<file path="src/rtl/doodle_pkg.sv">
// Shared screen geometry, platform table entry type and spawner FSM encoding.
package doodle_pkg;

    localparam int SCREEN_W = 640;
    localparam int SCREEN_H = 480;
    localparam int PLAT_W   = 64;
    localparam int PLAT_GAP = 60;
    localparam int X_SPAN   = SCREEN_W - PLAT_W;

    typedef struct packed {
        logic [9:0] x;
        logic [9:0] y;
        logic       valid;
        logic       moving;
        logic       dir;
    } platform_t;

    typedef enum logic [1:0] {StInit, StIdle, StScroll, StSpawn} state_e;

    // Fold a 10-bit random word into the legal left-x range without a divider.
    function automatic logic [9:0] fold_x(input logic [9:0] r);
        logic [9:0] span;
        span = 10'(X_SPAN);
        return (r < span) ? r : r - span;
    endfunction

endpackage

</file>
<file path="src/rtl/platform_spawner.sv">
// Platform ring table: scrolls live platforms each frame and refills from the top.
// Define MOVING_PLATFORM_EN to add horizontally moving platforms.
module platform_spawner
    import doodle_pkg::*;
#(
    parameter int unsigned NUM_PLAT = 8,
    parameter int unsigned MAX_DY   = 60
) (
    input  logic                        clk,
    input  logic                        rst,
    input  logic                        frame_tick,
    input  logic [9:0]                  scroll_dy,
    input  logic [14:0]                 rnd,
    input  logic [$clog2(NUM_PLAT)-1:0] rd_idx,
    output logic [9:0]                  plat_x,
    output logic [9:0]                  plat_y,
    output logic                        plat_valid,
    output logic                        plat_moving,
    output logic                        busy
);

    localparam int unsigned     IdxW    = $clog2(NUM_PLAT);
    localparam logic [9:0]      MaxDy   = 10'(MAX_DY);
    localparam logic [9:0]      XEdge   = 10'(X_SPAN);
    localparam logic [9:0]      XCenter = 10'(X_SPAN / 2);
    localparam logic [10:0]     YLimit  = 11'(SCREEN_H);
    localparam logic signed [10:0] Gap     = 11'(PLAT_GAP);
    localparam logic signed [10:0] TopInit = 11'(SCREEN_H);

    state_e             state_q, state_d;
    logic signed [10:0] top_y_q, top_y_d;
    logic [IdxW-1:0]    tail_q, tail_d;
    logic [IdxW-1:0]    scan_q, scan_d;
    logic [9:0]         dy_q, dy_d;

    logic [9:0] x_q     [NUM_PLAT];
    logic [9:0] x_d     [NUM_PLAT];
    logic [9:0] y_q     [NUM_PLAT];
    logic [9:0] y_d     [NUM_PLAT];
    logic       valid_q [NUM_PLAT];
    logic       valid_d [NUM_PLAT];
`ifdef MOVING_PLATFORM_EN
    logic       moving_q [NUM_PLAT];
    logic       moving_d [NUM_PLAT];
    logic       dir_q    [NUM_PLAT];
    logic       dir_d    [NUM_PLAT];
`endif

    logic               can_spawn;
    logic signed [10:0] new_top;
    logic [10:0]        y_sum;
    platform_t          spawn_ent;
    logic               unused_bits;

    assign can_spawn = (top_y_q >= Gap) && !valid_q[tail_q];
    assign new_top   = top_y_q - Gap;
    assign y_sum     = {1'b0, y_q[scan_q]} + {1'b0, dy_q};

    always_comb begin
        spawn_ent       = '0;
        spawn_ent.x     = fold_x(rnd[9:0]);
        // The very first INIT spawn is the centred starting platform.
        if (state_q == StInit && top_y_q == TopInit) begin
            spawn_ent.x = XCenter;
        end
        spawn_ent.y     = new_top[9:0];
        spawn_ent.valid = 1'b1;
`ifdef MOVING_PLATFORM_EN
        spawn_ent.moving = rnd[14] & rnd[13];
        spawn_ent.dir    = rnd[12];
`endif
    end

    always_comb begin
        state_d = state_q;
        top_y_d = top_y_q;
        tail_d  = tail_q;
        scan_d  = scan_q;
        dy_d    = dy_q;
        x_d     = x_q;
        y_d     = y_q;
        valid_d = valid_q;
`ifdef MOVING_PLATFORM_EN
        moving_d = moving_q;
        dir_d    = dir_q;
`endif
        case (state_q)
            StIdle: begin
                if (frame_tick) begin
                    dy_d    = (scroll_dy > MaxDy) ? MaxDy : scroll_dy;
                    scan_d  = '0;
                    state_d = StScroll;
                end
            end
            StScroll: begin
                if (valid_q[scan_q]) begin
                    y_d[scan_q] = y_sum[9:0];
                    if (y_sum >= YLimit) begin
                        valid_d[scan_q] = 1'b0;
                    end
`ifdef MOVING_PLATFORM_EN
                    if (moving_q[scan_q]) begin
                        if (dir_q[scan_q]) begin
                            if (x_q[scan_q] > XEdge - 10'd2) begin
                                x_d[scan_q]   = XEdge;
                                dir_d[scan_q] = 1'b0;
                            end else begin
                                x_d[scan_q] = x_q[scan_q] + 10'd2;
                            end
                        end else begin
                            if (x_q[scan_q] < 10'd2) begin
                                x_d[scan_q]   = '0;
                                dir_d[scan_q] = 1'b1;
                            end else begin
                                x_d[scan_q] = x_q[scan_q] - 10'd2;
                            end
                        end
                    end
`endif
                end
                if (scan_q == '0) begin
                    top_y_d = top_y_q + $signed({1'b0, dy_q});
                end
                if (scan_q == IdxW'(NUM_PLAT - 1)) begin
                    state_d = StSpawn;
                end
                scan_d = scan_q + 1'b1;
            end
            StInit, StSpawn: begin
                if (can_spawn) begin
                    x_d[tail_q]     = spawn_ent.x;
                    y_d[tail_q]     = spawn_ent.y;
                    valid_d[tail_q] = spawn_ent.valid;
`ifdef MOVING_PLATFORM_EN
                    moving_d[tail_q] = spawn_ent.moving;
                    dir_d[tail_q]    = spawn_ent.dir;
`endif
                    top_y_d = new_top;
                    tail_d  = tail_q + 1'b1;
                end else begin
                    state_d = StIdle;
                end
            end
            default: state_d = StInit;
        endcase
    end

    always_ff @(posedge clk) begin
        if (rst) begin
            state_q <= StInit;
            top_y_q <= TopInit;
            tail_q  <= '0;
            scan_q  <= '0;
            dy_q    <= '0;
            for (int unsigned i = 0; i < NUM_PLAT; i++) begin
                valid_q[i] <= 1'b0;
`ifdef MOVING_PLATFORM_EN
                moving_q[i] <= 1'b0;
                dir_q[i]    <= 1'b0;
`endif
            end
        end else begin
            state_q <= state_d;
            top_y_q <= top_y_d;
            tail_q  <= tail_d;
            scan_q  <= scan_d;
            dy_q    <= dy_d;
            x_q     <= x_d;
            y_q     <= y_d;
            valid_q <= valid_d;
`ifdef MOVING_PLATFORM_EN
            moving_q <= moving_d;
            dir_q    <= dir_d;
`endif
        end
    end

    assign plat_x     = x_q[rd_idx];
    assign plat_y     = y_q[rd_idx];
    assign plat_valid = valid_q[rd_idx];
    assign busy       = (state_q != StIdle);

`ifdef MOVING_PLATFORM_EN
    assign plat_moving = moving_q[rd_idx];
    assign unused_bits = ^{rnd[11:10], new_top[10]};
`else
    assign plat_moving = 1'b0;
    assign unused_bits = ^{rnd[14:10], new_top[10], spawn_ent.moving, spawn_ent.dir};
`endif

endmodule

</file>
<file path="config.mk">
export PLATFORM = sky130hd
export DESIGN_NAME = platform_spawner
export DESIGN_NICKNAME = d
export VERILOG_FILES = /design/src/rtl/doodle_pkg.sv /design/src/rtl/platform_spawner.sv
export SDC_FILE = /design/constraint.sdc
export NUM_CORES = 1
export LEC_CHECK = 0
export BUFFER_PORTS_ARGS = -buffer_cell sky130_fd_sc_hd__buf_2
export CAP_MARGIN = 20
export CORE_UTILIZATION = 55
export CTS_CLUSTER_SIZE = 24
export DETAILED_ROUTE_END_ITERATION = 8
export HOLD_SLACK_MARGIN = 0.15
export PLACE_DENSITY = 0.73
export REMOVE_ABC_BUFFERS = 1
export SETUP_SLACK_MARGIN = 0.1
export SLEW_MARGIN = 20
export SYNTH_ARGS = -nofsm -noshare
export SYNTH_HDL_FRONTEND = slang
export SYNTH_SLANG_ARGS = --single-unit
</file>
<file path="constraint.sdc">
create_clock -name clk -period 7.2 [get_ports clk]
set_input_delay 0.36 -clock clk [delete_from_list [all_inputs] [get_ports clk]]
set_output_delay 0.36 -clock clk [all_outputs]
set_load 0.05 [all_outputs]
</file>
==> summary.txt, run 1 <==
Floorplan
  • Starting Density: 0.567
  • Core area: between 15,000 and 20,000 um2
  • Die area: 20,000 um2
  • Row cnt: 50
  • Chip height: roughly 140 um
  • Die width: ~140 um
  • I/O pin total: 54

Final layout
  • Commonest non-fill, non-tap cell in the layout: edfxtp_1
  • Fill cells: ~1.5k
  • Register area: approximately 5500 um2
  • Utilization after layout: 0.623
  • Most frequent cells in the layout: edfxtp_1, o22ai_1, nor2_1
  • Layout Nets: 935
  • N_diodes: 0
  • Syn-to-layout area delta: 9.88%
  • Share of layout cells above drive strength 1: 0.254
  • Multi-input gate area: a little under 5000 um2
  • Non-filler cells, final: between 1k and 1.5k

CTS
  • H-tree levels: 4
  • Worst skew pair latency: ~450 ps
  • CTS tree: done
  • CTS Buf Count: 17
  • Sink Count: between 150 and 200
  • Cts hold-fix bufs: 0
  • # Post-CTS Setup Buffers: 0
  • Clock slew at the register clock pins of the worst setup and hold paths: 80 ps
  • Max Buffers Root-to-Sink: 2
  • PostCTS Resize Cnt: 0
  • Clk root buf: clkbuf_16

Yosys
  • Ys flop type: edfxtp_1
  • Compound-gate portion of the synthesized area: 0.150
  • Synth Area in Simple Gates: 0.0960
  • FFs w/ async S/R, synth: 0
  • Post-synth cell types: between 60 and 70
  • Synthesized netlist cell count: 850
  • Syn_area_per_cell: 12.6 um2
  • Seq/Total Area, Yosys: 0.518
  • Largest family of logic cells by synthesized area: compound AO/OA/AOI/OAI gates
  • Warnings from Yosys: 0
  • XOR/XNOR Fraction of Synth Area: 0.0155
  • Post-synthesis adder-cell area fraction: 0.0388
  • Multiplexer share of the synthesized area: 0.149
  • Synthesized flop and latch total: 197
  • EDFF count, synth: between 150 and 200
  • Syn Std Cell Area: 10,700 um2

Setup path
  • CP max-delay cell: dfxtp_1
  • CP startpoint kind: flop
  • CP Class: flop to flop
  • CP endpoint kind: flop
  • Max stage delay on crit path: ~990 ps
  • Cell class contributing the biggest share of worst-path delay: compound AO/OA/AOI/OAI gates
  • CP bufs+invs: 1
  • Worst path cell trace: inv_1 > nor2_1 > a22oi_1 > o221ai_1 > ha_1 > o21ai_0 > o21ai_1 > a32o_1 > nor4_4 > nand3_4 > a211oi_1 > o32ai_2
  • Largest fanout on the critical path: 21
  • WP data required: approximately 7500 ps
  • Arr. time, crit path: roughly 5400 ps

STA
  • Peak Freq: roughly 200 MHz
  • RSZ-0062 raised after global routing: no
  • Crit path time final: around 5100 ps
  • Final Max Slew Viols: 0
  • Final setup TNS: 0 ps
  • Setup-failing EPs final: 0
  • Worst-margin pin slew: roughly 1100 ps
  • Fin. Hold Viols: 0
  • Slew HR: 0.241
  • Final Skew: 8.12 ps
  • Final period util: 0.711

GRT
  • First-pass GRT wire length: 43,900 um
  • Total global-route track usage: 0.299
  • Initial antenna violation count: 0
  • Number of global-route vias before repair: between 7k and 8k
  • Grt total ovfl: 0
  • Pin count of the biggest net entering global routing: 43

Outcome
  • Status: completed

Drt
  • DR WL/cell: ~26 um
  • DRC viols: 0
  • Vias: ~7.9k
  • DR iter-0 viols: between 1k and 1.5k
  • Detailed Route WL: 29,200 um
  • Via density: 6.93
  • Drt pass-1 iters: 8
  • Post-route ant nets: 0

Pwr
  • Peak supply drop: between 0.3 and 0.4 mV
  • Static leakage: between 4 and 5 nW
  • Cell Pwr Density: approximately 360 nW/um2
  • Power Total: around 4.2 mW

Placed design
  • HPWL after DPL: just under 20,000 um
  • Placed Cells: 1,113
  • Routability cong.: between 0.8 and 0.9
  • I/O Buffers: 47

Flow run
  • Max Cap Viol: 0

Hold path
  • Hold Crit Class: input port to flop
-- flip-flops by register name (all words and copies together) (netlist names) --
name,flops
scan_q,3
top_y_q,11
tail_q,3
x_q,80
valid_q,8
state_q,2
dy_q,10
y_q,80
-- power breakdown --
part           switching, mW  internal (mW)  leakage (nW)
Clock                  0.500          0.478         0.299
Combinational           1.11          0.550          1.99
Sequential             0.121           1.44          1.86
-- per-stage QoR --
stage          cell area, um2  worst slack, ps  hold WS [ps]
3_5_place_dp            11100             2320           504
5_1_grt                 11800             1960           183
6_report                11800             2080           161
2_1_floorplan           10500             3260           428
4_1_cts                 11800             2300           158
3_3_place_gp            11100             2450           483
-- per-layer routing --
layer	track usage	wire, um
met1	0.395	11300
met2	0.475	13700
met3	0.0712	3230
met4	0.125	971
met5	0	0
-- synth_stat cells, drive strengths merged (4+ instances only) --
| library cell | n | area (um2) |
|---|---|---|
| mux4 | 44 | 991 |
| edfxtp | 160 | 4800 |
| nor4 | 4 | 40.0 |
| o221ai | 10 | 87.6 |
| nand2b | 10 | 62.6 |
| o22ai | 80 | 500 |
| or2 | 11 | 68.8 |
| o221a | 4 | 45.0 |
| a211oi | 12 | 113 |
| buf | 13 | 82.6 |
| nor2b | 9 | 56.3 |
| o21a | 6 | 45.0 |
| xnor2 | 12 | 105 |
| mux2 | 42 | 473 |
| a211o | 4 | 35.0 |
| a31oi | 6 | 37.5 |
| clkbuf | 45 | 169 |
| nand3 | 18 | 103 |
| a21oi | 28 | 140 |
| mux2i | 13 | 130 |
| ha | 30 | 375 |
| dfxtp | 37 | 741 |
| xor2 | 7 | 61.3 |
| o21ai | 16 | 80.1 |
| a22oi | 15 | 113 |
| inv | 26 | 97.6 |
| or3 | 5 | 36.3 |
| nand4b | 5 | 43.8 |
| nor3 | 9 | 56.3 |
| o32ai | 7 | 114 |
| nor2 | 63 | 236 |
| a21o | 11 | 90.1 |
| nand3b | 4 | 30.0 |
| nand2 | 41 | 159 |
| and3 | 7 | 45.1 |
-- worst paths after layout --
check	startpoint	to	slack, ps	depth (start not counted)
worst max-delay path	scan_q[0]	valid_q[7]	2080	12
worst min-delay path	scroll_dy[0]	dy_q[0]	160	3
worst max register to register	scan_q[0]	valid_q[7]	2080	12
worst min register to register	top_y_q[10]	top_y_q[10]	520	2
-- cells by family (layout without fill, tap and decap cells) --
kind of cell / after synthesis / after routing
flops: 197 / 197
simple gates: 198 / 198
mux: 99 / 99
fa+ha+maj: 32 / 32
xor+xnor: 19 / 19
buf+inv: 84 / 119
compound gates: 220 / 220
other cells: 1 / 1
-- final cells by class --
class | count | share of cell area
timing repair buffer | 61 | 0.0289
multi-input combinational | 569 | 0.412
inverter | 26 | 0.00829
sequential | 197 | 0.471
tap | 260 | 0.0276
clock buffer | 17 | 0.0361
clock inverter | 15 | 0.0163
-- tightest hold or removal path: stages --
cell	delay (ps)
buf_2	90
a22oi_1	60
nor2_1	70
Power figures use the tool's default switching activity.
==> inputs of run 2 (changes only) <==
--- a/config.mk
+++ b/config.mk
@@ -11,7 +11,7 @@
 export CTS_CLUSTER_SIZE = 24
 export DETAILED_ROUTE_END_ITERATION = 8
 export HOLD_SLACK_MARGIN = 0.15
-export PLACE_DENSITY = 0.73
+export PLACE_DENSITY = 0.76
 export REMOVE_ABC_BUFFERS = 1
 export SETUP_SLACK_MARGIN = 0.1
 export SLEW_MARGIN = 20
==> constraint.sdc (replaced) <==
create_clock -name clk -period 4.3 [get_ports clk]
set_input_delay 0.215 -clock clk [delete_from_list [all_inputs] [get_ports clk]]
set_output_delay 0.215 -clock clk [all_outputs]
set_load 0.05 [all_outputs]
==> run 2 against run 1 <==
Compared with the run above: global-route usage grew 0.41 points; clock skew grew 1.7 ps; non-clock buffer count grew 41; power grew 69%; worst hold slack gained 29 ps; sequential share of layout area shrank 1.3 points; via count grew 0.74%.
==> summary.txt, run 2 (synthesized netlist as in run 1, its figures left out) <==
Hold path
  • Hold Crit Class: input port to flop (unchanged)

STA
  • Post-route setup slack: 291 ps (was 2080 ps)
  • Crit path time final: 4010 ps (was 5120 ps)
  • Setup-failing EPs final: 0 (unchanged)
  • Final Max Slew Viols: 0 (unchanged)
  • Peak Freq: 249 MHz (was 195 MHz)
  • Final Skew: 9.85 ps (was 8.12 ps)
  • Slew HR: 0.313 (was 0.241)
  • Min Hold Slack: 190 ps (was 161 ps)
  • Final period util: 0.932 (was 0.711)
  • Worst-margin pin slew: 1020 ps (was 1130 ps)
  • Final setup TNS: 0 ps (unchanged)
  • Fin. Hold Viols: 0 (unchanged)
  • RSZ-0062 raised after global routing: no (unchanged)

Drt
  • Vias: 7,998 (was 7,939)
  • DRC viols: 0 (unchanged)
  • Drt pass-1 iters: 7 (was 8)
  • Via density: 6.74 (was 6.93)
  • DR WL/cell: 24.7 um (was 25.5 um)
  • Detailed Route WL: 29,300 um (was 29,200 um)
  • Post-route ant nets: 0 (unchanged)
  • DR iter-0 viols: 976 (was 1,147)

Setup path
  • Arr. time, crit path: 4310 ps (was 5430 ps)
  • WP data required: 4600 ps (was 7510 ps)
  • CP endpoint kind: flop (unchanged)
  • R2R setup slack: 290 ps (was 2080 ps)
  • CP Class: flop to flop (unchanged)
  • Largest fanout on the critical path: 9 (was 21)
  • CP startpoint kind: flop (unchanged)

GRT
  • First-pass GRT wire length: 44,200 um (was 43,900 um)
  • Number of global-route vias before repair: 7,738 (was 7,825)
  • Total global-route track usage: 0.303 (was 0.299)
  • Pin count of the biggest net entering global routing: 43 (unchanged)
  • Grt total ovfl: 0 (unchanged)
  • Initial antenna violation count: 0 (unchanged)

Final layout
  • Fill cells: 1,461 (was 1,491)
  • Utilization after layout: 0.641 (was 0.623)
  • Register area: 5550 um2 (unchanged)
  • Top Registers: x_q (80), y_q (80), top_y_q (11) (unchanged)
  • Multi-input gate area: 4820 um2 (was 4840 um2)
  • Layout Nets: 976 (was 935)
  • N_diodes: 0 (unchanged)
  • Commonest non-fill, non-tap cell in the layout: edfxtp_1 (unchanged)
  • Fin area: 12,100 um2 (was 11,800 um2)
  • Syn-to-layout area delta: 13.0% (was 9.88%)
  • Non-filler cells, final: 1,186 (was 1,145)
  • Share of layout cells above drive strength 1: 0.271 (was 0.254)
  • Most frequent cells in the layout: edfxtp_1, o22ai_1, nor2_1 (unchanged)

CTS
  • H-tree levels: 4 (unchanged)
  • Sink Count: 197 (unchanged)
  • Clk root buf: clkbuf_16 (unchanged)
  • CTS Buf Count: 17 (unchanged)
  • CTS tree: done (unchanged)
  • Max Buffers Root-to-Sink: 2 (unchanged)
  • Worst skew pair latency: 440 ps (was 450 ps)
  • Clock slew at the register clock pins of the worst setup and hold paths: 80 ps (about the same)
  • # Post-CTS Setup Buffers: 0 (unchanged)

Pwr
  • Peak supply drop: 0.311 mV (was 0.316 mV)
  • Cell Pwr Density: 586 nW/um2 (was 357 nW/um2)
  • Power Total: 7.10 mW (was 4.20 mW)
  • Static leakage: 4.36 nW (was 4.15 nW)

Floorplan
  • Core area: 18,900 um2 (unchanged)
  • I/O pin total: 54 (unchanged)
  • Die width: 142 um (unchanged)
  • Die area: 20,000 um2 (unchanged)
  • Chip height: 142 um (unchanged)
  • Starting Density: 0.567 (unchanged)
  • Row cnt: 50 (unchanged)

Placed design
  • DP Area: 11,400 um2 (was 11,100 um2)
  • Routability cong.: 0.932 (was 0.894)
  • Placed Cells: 1,145 (was 1,113)
  • I/O Buffers: 47 (unchanged)
  • Pre-CTS setup slack: 476 ps (was 2320 ps)
  • HPWL after DPL: 19,200 um (was 19,400 um)

Flow run
  • Max Cap Viol: 0 (unchanged)

Outcome
  • Status: completed (unchanged)
==> run 2: cell count changes in the layout (fill, tap and decap cells not counted) <==
cell	change
nor4bb_2	-1
nor2_1	+6
nor2_2	-6
clkinv_4	-3
clkinv_8	+1
nor4bb_1	+1
inv_12	-2
inv_6	+3
buf_4	+30
inv_8	+1
dlygate4sd3_1	+8
buf_12	+3
==> run 2: repair_timing <==
item / 4_1_cts / 5_1_grt
hold endpoints to repair: 15 / 0
gates resized for setup: 0 / 0
hold buffers: 8 / 0
==> run 2: report_power, final <==
| part | switching, mW | leakage [nW] | internal (mW) | total (mW) |
|---|---|---|---|---|
| Combinational | 1.85 | 2.20 | 1.02 | 2.87 |
| Clock | 0.823 | 0.298 | 0.798 | 1.62 |
| Sequential | 0.201 | 1.86 | 2.40 | 2.61 |
==> run 2: cell type report <==
cell class	count	area share
multi-input combinational	569	0.398
clock buffer	17	0.0351
tap	260	0.0269
clock inverter	15	0.0154
inverter	26	0.00806
sequential	197	0.458
timing repair buffer	102	0.0583
==> run 2: final timing paths <==
path | cells after the start | to | startpoint
hold / removal | 2 | x_q[9] | rnd[8]
setup reg to reg | 12 | valid_q[2] | scan_q[0]
setup / recovery | 12 | valid_q[2] | scan_q[0]
hold reg to reg | 2 | state_q[1] | state_q[1]
==> run 2: routing by layer <==
metal,vias to the layer above,share of wire,track usage
met5,-,0,0
met4,0,0.044,0.156
met3,93,0.11,0.0739
met2,514,0.45,0.460
met1,3887,0.39,0.407
li1,3504,-,-
==> run 2: worst max-delay path, cell delays in order, from the launching register on <==
cell and delay (ps):
dfxtp_1 660, buf_4 230, mux2_2 330, a22oi_1 150, o221ai_1 250, fa_1 550
a211oi_2 260, o21ai_1 160, a32o_1 290, nor4_4 270, nand3_4 170, a211oi_1 380
o32ai_2 150
